===== config.mk =====
export PLATFORM = sky130hd
export DESIGN_NAME = sram_port_initiator
export DESIGN_NICKNAME = d
export VERILOG_FILES = /design/src/rtl/sram_port_initiator.sv
export SDC_FILE = /design/constraint.sdc
export NUM_CORES = 1
export LEC_CHECK = 0
export CAP_MARGIN = 20
export CORE_UTILIZATION = 25
export CTS_BUF_LIST = sky130_fd_sc_hd__clkbuf_2
export CTS_CLUSTER_DIAMETER = 30
export DETAILED_ROUTE_END_ITERATION = 12
export DONT_BUFFER_PORTS = 1
export PLACE_DENSITY_LB_ADDON = 0.2
export SYNTH_ARGS = -nofsm -noshare
export SYNTH_HDL_FRONTEND = slang
export SYNTH_SLANG_ARGS = --single-unit

===== constraint.sdc =====
create_clock -name CLK -period 2.3 [get_ports CLK]
set_clock_uncertainty 0.05 [all_clocks]
set_input_delay 0.69 -clock CLK [delete_from_list [all_inputs] [get_ports CLK]]
set_output_delay 0.69 -clock CLK [all_outputs]
set_load 0.01 [all_outputs]

===== src/rtl/sram_port_initiator.sv =====
`timescale 1ns/1ps
// sram_port_initiator: initiator side of one SRAM wrapper port.
// Turns a valid/ready request stream into single-cycle CE/WE/WEM/A/D port
// cycles, tracks reads in flight and returns Q through a response FIFO.
//
// Handshakes: a transfer happens on a rising edge where valid & ready are
// both high. The sender holds its payload stable while valid is high and
// not yet accepted; ready never depends on valid on either interface.
//
// RD_LAT must lie in 1..4, and FIFO_DEPTH must be >= RD_LAT+1.
module sram_port_initiator #(
   parameter int ADDR_W     = 7,
   parameter int DATA_W     = 16,
   parameter int RD_LAT     = 1,
   parameter int FIFO_DEPTH = 4
) (
   input  logic              CLK,
   input  logic              RSTN,
   input  logic              req_valid,
   output logic              req_ready,
   input  logic              req_we,
   input  logic [ADDR_W-1:0] req_addr,
   input  logic [DATA_W-1:0] req_wdata,
   input  logic [DATA_W-1:0] req_wmask,
   output logic              rsp_valid,
   input  logic              rsp_ready,
   output logic [DATA_W-1:0] rsp_data,
   output logic              CE,
   output logic              WE,
   output logic [ADDR_W-1:0] A,
   output logic [DATA_W-1:0] D,
   output logic [DATA_W-1:0] WEM,
   input  logic [DATA_W-1:0] Q,
   output logic              busy
);

   localparam int CNT_W = $clog2(FIFO_DEPTH + 1);
   localparam int PTR_W = (FIFO_DEPTH > 1) ? $clog2(FIFO_DEPTH) : 1;
   localparam int SUM_W = $clog2(FIFO_DEPTH + RD_LAT + 2);

   logic [RD_LAT:0]   trk;          // one valid bit per read-latency stage
   logic [SUM_W-1:0]  inflight;
   logic [CNT_W-1:0]  count;
   logic [CNT_W-1:0]  count_next;
   logic [PTR_W-1:0]  rd_ptr;
   logic [PTR_W-1:0]  rd_ptr_next;
   logic [PTR_W-1:0]  wr_ptr;
   logic [DATA_W-1:0] mem [FIFO_DEPTH];
   logic [DATA_W-1:0] head_next;
   logic              credit;
   logic              accept;
   logic              rd_accept;
   logic              push;
   logic              pop;

   // Count reads still travelling through the SRAM latency pipeline.
   always_comb begin
      inflight = '0;
      for (int i = 0; i <= RD_LAT; i++) begin
         inflight = inflight + SUM_W'(trk[i]);
      end
   end

   // Credit uses registered state only, so a pop frees a slot one cycle later.
   assign credit    = (SUM_W'(count) + inflight) < SUM_W'(FIFO_DEPTH);
   assign req_ready = credit & RSTN;
   assign accept    = req_valid & req_ready;
   assign rd_accept = accept & ~req_we;
   assign push      = trk[RD_LAT];
   assign pop       = rsp_valid & rsp_ready;
   assign busy      = (inflight != '0) | (count != '0);

   // Port cycle register: CE/WE pulse for one cycle per accepted request.
   always_ff @(posedge CLK or negedge RSTN) begin
      if (!RSTN) begin
         CE  <= 1'b0;
         WE  <= 1'b0;
         A   <= '0;
         D   <= '0;
         WEM <= '0;
      end else begin
         CE <= accept;
         WE <= accept & req_we;
         if (accept) begin
            A   <= req_addr;
            D   <= req_we ? req_wdata : '0;
            WEM <= req_we ? req_wmask : '0;
         end
      end
   end

   // Read tracker: a set bit walks to the last stage as Q becomes valid.
   always_ff @(posedge CLK or negedge RSTN) begin
      if (!RSTN) begin
         trk <= '0;
      end else begin
         trk <= {trk[RD_LAT-1:0], rd_accept};
      end
   end

   // FIFO next-state: occupancy, read pointer and the next registered head.
   always_comb begin
      rd_ptr_next = rd_ptr;
      if (pop) begin
         rd_ptr_next = (rd_ptr == PTR_W'(FIFO_DEPTH - 1)) ? '0 : rd_ptr + PTR_W'(1);
      end
      count_next = count;
      case ({push, pop})
         2'b10:   count_next = count + CNT_W'(1);
         2'b01:   count_next = count - CNT_W'(1);
         default: count_next = count;
      endcase
      head_next = rsp_data;
      // When the FIFO drains to nothing this edge, the pushed word becomes head.
      if (push && ((count == '0) || ((count == CNT_W'(1)) && pop))) begin
         head_next = Q;
      end else if (count_next != '0) begin
         head_next = mem[rd_ptr_next];
      end
   end

   // FIFO control registers and the registered response outputs.
   always_ff @(posedge CLK or negedge RSTN) begin
      if (!RSTN) begin
         count     <= '0;
         rd_ptr    <= '0;
         wr_ptr    <= '0;
         rsp_valid <= 1'b0;
         rsp_data  <= '0;
      end else begin
         count  <= count_next;
         rd_ptr <= rd_ptr_next;
         if (push) begin
            wr_ptr <= (wr_ptr == PTR_W'(FIFO_DEPTH - 1)) ? '0 : wr_ptr + PTR_W'(1);
         end
         rsp_valid <= (count_next != '0);
         rsp_data  <= head_next;
      end
   end

   // FIFO storage captures Q when a tracked read reaches the last stage.
   always_ff @(posedge CLK) begin
      if (push) begin
         mem[wr_ptr] <= Q;
      end
   end

   // A push into a full FIFO would mean the credit accounting is broken.
   a_no_overflow : assert property (@(posedge CLK) disable iff (!RSTN)
      !(push && (count == CNT_W'(FIFO_DEPTH))));

endmodule


Yosys cells after proc, flatten, opt, wreduce, memory -nomap -nowiden
Memories as Yosys holds them, arrays and structs flattened.
Cells that the tools add are included.
Storage, ports and cells
  flip-flop bits (word level): 67
  RAM bits: 64
  bits of input ports: 60
  output and inout port bits: 60
  word-level logic and storage cells: 49
  memories: 1
Cells by class
  add/sub/neg operators: 6
  order comparisons: 1
  eq/ne operators: 5
  muxes and demuxes: 10
  bitwise gates (word level): 7
  reductions and logical operators: 8
Memory list
  mem: depth 4, bits a word 16, rd ports 1, clocked after Yosys merged registers in 0, write ports 1, RTL line 48  | logic [DATA_W-1:0] mem [FIFO_DEPTH];
Operators with widths (number)
  16-bit 2-to-1 mux: 4
  3-bit nonzero test: 3
  2-bit equality test, second input constant: 3
  2-bit 2-to-1 mux: 3
  3-bit case mux with 2 select lines: 1
  1-bit AND: 5
  2-bit by 1-bit adder with 2-bit output, second input constant: 2
  3-bit by 1-bit adder with 3-bit output, second input constant: 1
  3-bit by 2-bit adder with 3-bit output: 1
  3-bit by 1-bit equality test with 1-bit output, second input constant: 1
  3-bit logical NOT: 1
  3-bit < comparator, second input constant: 1
  3-bit by 1-bit subtractor with 3-bit output, second input constant: 1
  1-bit by 1-bit adder with 2-bit output: 1
  2-bit by 1-bit equality test with 1-bit output, second input constant: 1
  1-bit logical AND: 2
  1-bit 2-to-1 mux: 2
  2-bit nonzero test: 1
  1-bit logical OR: 1
  1-bit inverter: 1
  1-bit bitwise OR: 1

Logic depth before layout (Yosys ltp)
Gate-level depths: netlist (run 1).
  depth in word-level cells: 6
  gate-level depth with buffers: 10
  depth with buffers taken out: 8

Worst setup path after synthesis (run 1)
No wires, ideal clock.
  path type: in2reg
  start: input rsp_ready
  end: register rsp_data[10]
  setup time: 0.141 ns
  arrival: 2.050 ns
  required time: 2.109 ns
  setup slack: 0.058 ns
  cell stages on the path: 6
  buffers on the path: 1
  cells stage by stage: nand2_4 > mux2i_4 > buf_12 > mux4_1 > o21ai_1 > a31oi_1
On the way
  longest elaborated chain between the ends: 5
Ends and longest elaborated chain
  start, declared: RTL line 26  | input logic rsp_ready,
  1-bit AND (*): RTL line 70  | assign pop = rsp_valid & rsp_ready;
  2-bit 2-to-1 mux (tied with other cells): RTL line 104  | if (pop) begin
  memory 4 x 16 bit (tied with other cells)
  16-bit 2-to-1 mux (tied with other cells): RTL line 117  | end else if (count_next != '0) begin
  16-bit 2-to-1 mux or 2-bit nonzero test (tied branches)
  end signal, assigned: RTL line 137  | rsp_data <= head_next;
  end, declared: RTL line 27  | output logic [DATA_W-1:0] rsp_data,
Every way passes the cells marked *; elsewhere a longest branch is shown, timed or not. The select of a mux whose other input is x is not followed.
A chain may end at the register's enable or synchronous reset.

Worst setup path in the final report (run 1)
  start: register trk[1]
  end: output req_ready
On the way
  longest elaborated chain between the ends: 4
Ends and longest elaborated chain
  start, declared: RTL line 41  | logic [RD_LAT:0] trk;
  start signal, assigned: RTL line 97  | trk <= {trk[RD_LAT-1:0], rd_accept};
  1-bit by 1-bit adder with 2-bit output: RTL line 60  | inflight = inflight + SUM_W'(trk[i]);
  3-bit by 2-bit adder with 3-bit output: RTL line 65  | assign credit = (SUM_W'(count) + inflight) < SUM_W'(FIFO_DEPTH);
  3-bit < comparator: RTL line 65
  1-bit AND: RTL line 66  | assign req_ready = credit & RSTN;
  end, declared: RTL line 20  | output logic req_ready,
No other way between the ends.

==> flow_metrics.py, run 1 <==
metrics = {
    "setup_path": {
        "worstPathArrival_ns": 2.02,
        "cp.required_ns": 1.56,
        "crit_chain": "ha_2, ha_4, a31oi_4, xor2_2, and2_4",
        "cpPeakStageDelay_ns": 0.44,
        "cp-start-kind": "flip-flop",
        "criticalPathCategory": "flip-flop to output pin",
        "path_max_fanout": 2,
        "cp-end-kind": "output pin",
        "critPathSlowestCell": "dfrtp_1",
        "worstRegToRegCells": 9,
    },
    "power_and_ir_drop": {
        "p_leak_nw": 2.65,
        "p_per_area_nw_per_um2": 1160,
        "ir_drop_mv": 0.483,
    },
    "job": {
        "cap_violations": 0,
    },
    "grt": {
        "grt_pass1_vias": 3544,
        "antenna_found_initial": 0,
        "grt_max_degree": 68,
        "grt-ovfl-total": 0,
        "grt_pass1_wl_mm": 19.8,
        "grt_usage_pct": 12.1,
    },
    "clock_network": {
        "cts_root_buf": "clkbuf_2",
        "path_clk_slew_ns": 0.20,
        "htreeDepth": 4,
        "cts_tree": "built",
        "cts.sinks": 131,
        "clockBufferDepth": 2,
        "clock_latency_ns": 0.67,
        "cts_buffers": 17,
    },
    "layout": {
        "final_common_cell": "nand2_1",
        "final_util_pct": 32.2,
        "antennaDiodeCount": 0,
        "drive_gt1_share_pct": 16.4,
        "finalNonFillerCells": 762,
        "nets": 546,
        "area_growth_pct": 25.7,
        "final_cell_mix": "67 x nand2_1, 66 x dfrtp_1, 64 x edfxtp_1",
        "nFillCells": 2077,
    },
    "logic_synthesis": {
        "synth_fp_nets": 470,
        "async_flop_share_pct": 51.1,
        "synth_top_area_share_pct": 35.5,
        "synthTopCellsByArea": "edfxtp_1 35%, dfrtp_1 31%, mux4_1 7.3%",
        "yosysUniqueCellTypes": 39,
        "synthCells": 398,
        "synthFlopType": "dfrtp_1",
        "ys_seq_elements": 131,
        "synth-edff-count": 64,
        "synth_top_area_cell": "edfxtp_1",
        "syn_avg_cell_area_sq_um": 13.6,
        "ys_seq_area_share_pct": 66.5,
        "synth_area_sq_um": 5420,
        "yosysWarnings": 0,
    },
    "placed_design": {
        "hpwl_mm": 7.62,
        "port_buffers": 0,
        "dp_cells": 671,
        "gp_congestion": 0.688,
    },
    "status": {
        "violations": "negative setup slack",
        "status": "finished with violations",
    },
    "die": {
        "core_area_sq_um": 21200,
        "dieArea_sq_um": 22300,
        "die-width_microns": 149,
        "dieHeight_microns": 149,
        "io_pins": 120,
        "initial_core_util_pct": 25.6,
        "core.rowCount": 53,
    },
    "sta": {
        "timing.final.ws_setup_ns": -0.464,
        "max_freq_mhz": 362,
        "slew_headroom_pct": 61.9,
        "finalCriticalPeriod_ns": 2.76,
        "fin_setup_tns_ns": -0.464,
        "hold_viol_final": 0,
        "slew_violations": 0,
        "fin_crit_sh_pct": 120,
        "worst_pin_slew_ns": 0.571,
        "rsz0062_at_grt": "yes",
        "setup_viol": 1,
        "finalHoldWorstSlack_ns": 0.103,
    },
    "detailed_routing": {
        "antenna_left": 0,
        "wire_per_inst_microns": 16.8,
        "wirelength_mm": 12.8,
        "firstDrtPassIters": 5,
        "vias_per_cell": 4.49,
        "drt-initial-drc-count": 204,
        "route.detailed.drc": 0,
        "vias": 3423,
    },
    "hold_path": {
        "hp-class": "input pin to flip-flop",
        "min_path_cells": 1,
    },
}
-- final timing paths --
| check | from | endpoint | slack [ns] |
|---|---|---|---|
| max in group asynchronous | RSTN | count[1] | 1.38 |
| min reg2reg | trk[0] | trk[1] | 0.49 |
| max | trk[1] | req_ready | -0.46 |
| max reg2reg | trk[1] | A[1] | 0.11 |
| min in group asynchronous | RSTN | A[4] | 0.49 |
| min | req_we | WE | 0.10 |
-- registers in the layout (all words and copies together) (netlist names) --
signal     cells
rsp_valid      1
count          3
trk            2
rd_ptr         2
mem           64
A              7
wr_ptr         2
rsp_data      16
WEM           16
D             16
WE             1
CE             1
-- critical path, delay by kind of cell (launching register included) --
kind	cells	cell delay [ns]
adders and majority gates	2	0.42
DFF	1	0.44
and+or+nand+nor	1	0.19
AOI/OAI and AO/OA	1	0.15
xor gates and xnor gates	1	0.17
-- cell type report --
type | instances | area, sq um | area share [%]
Clock inverter | 15 | 170 | 2.50
Sequential cell | 131 | 3600 | 52.9
Inverter | 10 | 45.0 | 0.662
Multi-Input combinational cell | 234 | 1730 | 25.5
Timing Repair Buffer | 80 | 827 | 12.2
Tap cell | 275 | 344 | 5.06
Clock buffer | 17 | 85.1 | 1.25
-- routing by layer --
metal / up-vias / global-route usage, % / wire [microns]
met2: 117 / 20.0 / 6210
met1: 1689 / 14.4 / 5590
met5: - / 0 / 0
met4: 0 / 3.98 / 126
met3: 13 / 4.59 / 898
li1: 1604 / - / -
-- where the power goes --
group	switching [W]	internal (W)	total, W
sequential	0.000659	0.00305	0.00371
combinational	0.00143	0.00127	0.00270
clock	0.000961	0.000532	0.00149
-- cells in the mapped netlist (2+ instances only) --
library cell and count:
o21ai_0 5, clkbuf_1 16, xor2_1 2, a21oi_1 2
a31oi_1 19, or3_1 2, mux4_1 15, o21ai_1 48
inv_2 3, inv_1 7, mux2_1 7, edfxtp_1 64
dfrtp_1 67, buf_2 3, nor2_1 18, and2_1 5
nand3_1 16, nand2_1 67, ha_1 12
-- cell families after synthesis --
kind of cell,synth area share (%)
flops,66.5
mux,9.77
fa+ha+maj,2.77
simple gates,9.24
xor+xnor,0.994
buf+inv,2.87
compound gates,7.90
-- per-stage QoR --
step                      area [sq um]  power, W  setup slack, ns
after floorplan                   5420   0.00542           0.0585
after global placement            5850   0.00617           0.0833
after detailed placement          5850   0.00624          0.00471
after CTS                         6790   0.00799           -0.590
after global routing              6810   0.00844           -0.627
final                             6810   0.00790           -0.464
-- repair_timing --
| action | in CTS | in global routing |
|---|---|---|
| hold buffers | 55 | 0 |
| resized for setup | 16 | 4 |
| pin swaps | 3 | 0 |
| setup buffers | 3 | 1 |
| hold endpoints to repair | 181 | 0 |
| endpoints found under the setup margin | 8 | 5 |
Power figures use the tool's default switching activity.
==> inputs of run 2 (changes only) <==
CTS_CLUSTER_DIAMETER = default   (was 30)
==> results of run 2 <==
The final DEF is identical to that of run 1; final timing and power are the same.
==> inputs of run 3 (changes only) <==
CORE_MARGIN = 10   (was default)
==> run 3 against run 2 <==
Compared with the run above:
- the flow still finishes with violations (negative setup slack)
- sequential share of layout area fell by 0.17 points
- hold slack improved by 0.0050 ns
- global-route usage fell by 1.9 points
- highest routed layer unchanged
==> flow_metrics.py, run 3 (synthesis gave the netlist of run 1 again) <==
metrics = {
    "detailed_routing": {
        "drt-initial-drc-count": 159,
        "wire_per_inst_microns": 18.5,
        "vias_per_cell": 4.50,
        "route.detailed.drc": 0,
        "antenna_left": 0,
        "vias": 3436,
        "firstDrtPassIters": 4,
        "wirelength_mm": 14.1,
    },
    "die": {
        "dieHeight_microns": 167,
        "initial_core_util_pct": 25.6,
        "io_pins": 120,
        "die-width_microns": 167,
        "core_area_sq_um": 21200,
        "dieArea_sq_um": 27900,
        "core.rowCount": 53,
    },
    "clock_network": {
        "cts_buffers": 17,
        "path_clk_slew_ns": 0.20,
        "cts_tree": "built",
        "clockBufferDepth": 2,
        "clock_latency_ns": 0.68,
        "cts_root_buf": "clkbuf_2",
        "cts.sinks": 131,
        "htreeDepth": 4,
    },
    "status": {
        "violations": "negative setup slack",
        "status": "finished with violations",
    },
    "power_and_ir_drop": {
        "p_per_area_nw_per_um2": 1170,
        "ir_drop_mv": 0.392,
        "p_leak_nw": 2.66,
        "finalPower_w": 0.00799,
    },
    "setup_path": {
        "cp.required_ns": 1.56,
        "critPathSlowestCell": "dfrtp_1",
        "cp-start-kind": "flip-flop",
        "cp-end-kind": "output pin",
        "worstPathArrival_ns": 2.02,
        "path_max_fanout": 2,
        "crit_chain": "buf_6, inv_4, ha_4, a31oi_4, xor2_2, and2_4",
        "criticalPathCategory": "flip-flop to output pin",
        "cpPeakStageDelay_ns": 0.43,
    },
    "sta": {
        "setup_viol": 2,
        "finalCriticalPeriod_ns": 2.76,
        "hold_viol_final": 0,
        "finalHoldWorstSlack_ns": 0.108,
        "timing.final.ws_setup_ns": -0.461,
        "slew_headroom_pct": 67.9,
        "slew_violations": 0,
        "rsz0062_at_grt": "yes",
        "worst_pin_slew_ns": 0.482,
        "max_freq_mhz": 362,
        "fin_crit_sh_pct": 120,
    },
    "grt": {
        "grt_usage_pct": 10.2,
        "grt_pass1_wl_mm": 22.4,
        "grt-ovfl-total": 0,
        "antenna_found_initial": 0,
        "grt_pass1_vias": 3743,
        "grt_max_degree": 68,
    },
    "layout": {
        "area_growth_pct": 26.0,
        "antennaDiodeCount": 0,
        "final_cell_mix": "67 x dfrtp_1, 67 x nand2_1, 64 x edfxtp_1",
        "nets": 547,
        "largest-register": "mem",
        "drive_gt1_share_pct": 15.8,
        "largest_register_ffs": 64,
    },
    "placed_design": {
        "hpwl_mm": 8.72,
        "port_buffers": 0,
        "gp_congestion": 0.698,
    },
    "hold_path": {
        "hp-class": "input pin to flip-flop",
    },
    "job": {
        "cap_violations": 0,
    },
}
[run 3: critical path: cells and delay by family (launching register included)]
family | cells | cell delay, ns
compound gates | 1 | 0.19
simple gates | 1 | 0.19
flops | 1 | 0.43
xor+xnor | 1 | 0.18
buf+inv | 2 | 0.18
fa+ha+maj | 1 | 0.20
[run 3: where the power goes]
part / switching, W / internal (W) / leakage, nW / total, W
Clock: 0.000936 / 0.000627 / 0.151 / 0.00156
Combinational: 0.00141 / 0.00127 / 1.09 / 0.00268
Sequential: 0.000698 / 0.00304 / 1.42 / 0.00374
Total: 0.00304 / 0.00494 / 2.66 / 0.00799
[run 3: cell type report]
type	count	area, sq um
fillers	2083	14300
well taps	275	344
repair buffers	81	840
inverters	10	50.0
clock buffers	18	90.1
flip-flops and latches	131	3600
multi-input cells	234	1730
clock inverters	14	176
[run 3: per-stage QoR]
step	worst slack [ns]	cells	util [%]	area (sq um)	setup TNS (ns)
after CTS	-0.573	762	32.2	6810	-0.756
after floorplan	0.0585	398	-	5420	0
after global routing	-0.646	763	32.3	6830	-0.880
after global placement	0.0671	671	27.7	5850	0
after detailed placement	0.0576	671	27.7	5850	0
final	-0.461	763	32.3	6830	-0.505
[run 3: path summary, 6_finish.rpt]
| path | slack (ns) | depth (start not counted) | start | to |
|---|---|---|---|---|
| min | 0.11 | 2 | Q[10] | rsp_data[10] |
| max in group asynchronous | 1.36 | 2 | RSTN | rsp_data[9] |
| min reg2reg | 0.49 | 1 | trk[0] | trk[1] |
| min in group asynchronous | 0.50 | 2 | RSTN | D[2] |
| max | -0.46 | 6 | trk[1] | req_ready |
| max reg2reg | 0.21 | 8 | trk[0] | A[0] |
[run 3: layer usage]
metal | vias to the layer above | GRT usage, % | part of all wire, %
li1 | 1606 | - | -
met1 | 1681 | 12.3 | 42
met2 | 138 | 15.8 | 47
met3 | 11 | 4.71 | 10
met4 | 0 | 3.56 | 1.4
met5 | - | 0 | 0
[run 3: what timing repair did]
item                                    4_1_cts  5_1_grt
setup buffers                                 3        0
pin swaps                                     3        2
resized for setup                            18        2
cloned                                        0        0
endpoints found under the setup margin        2        4
hold buffers                                 56        1
hold endpoints to repair                    176        1
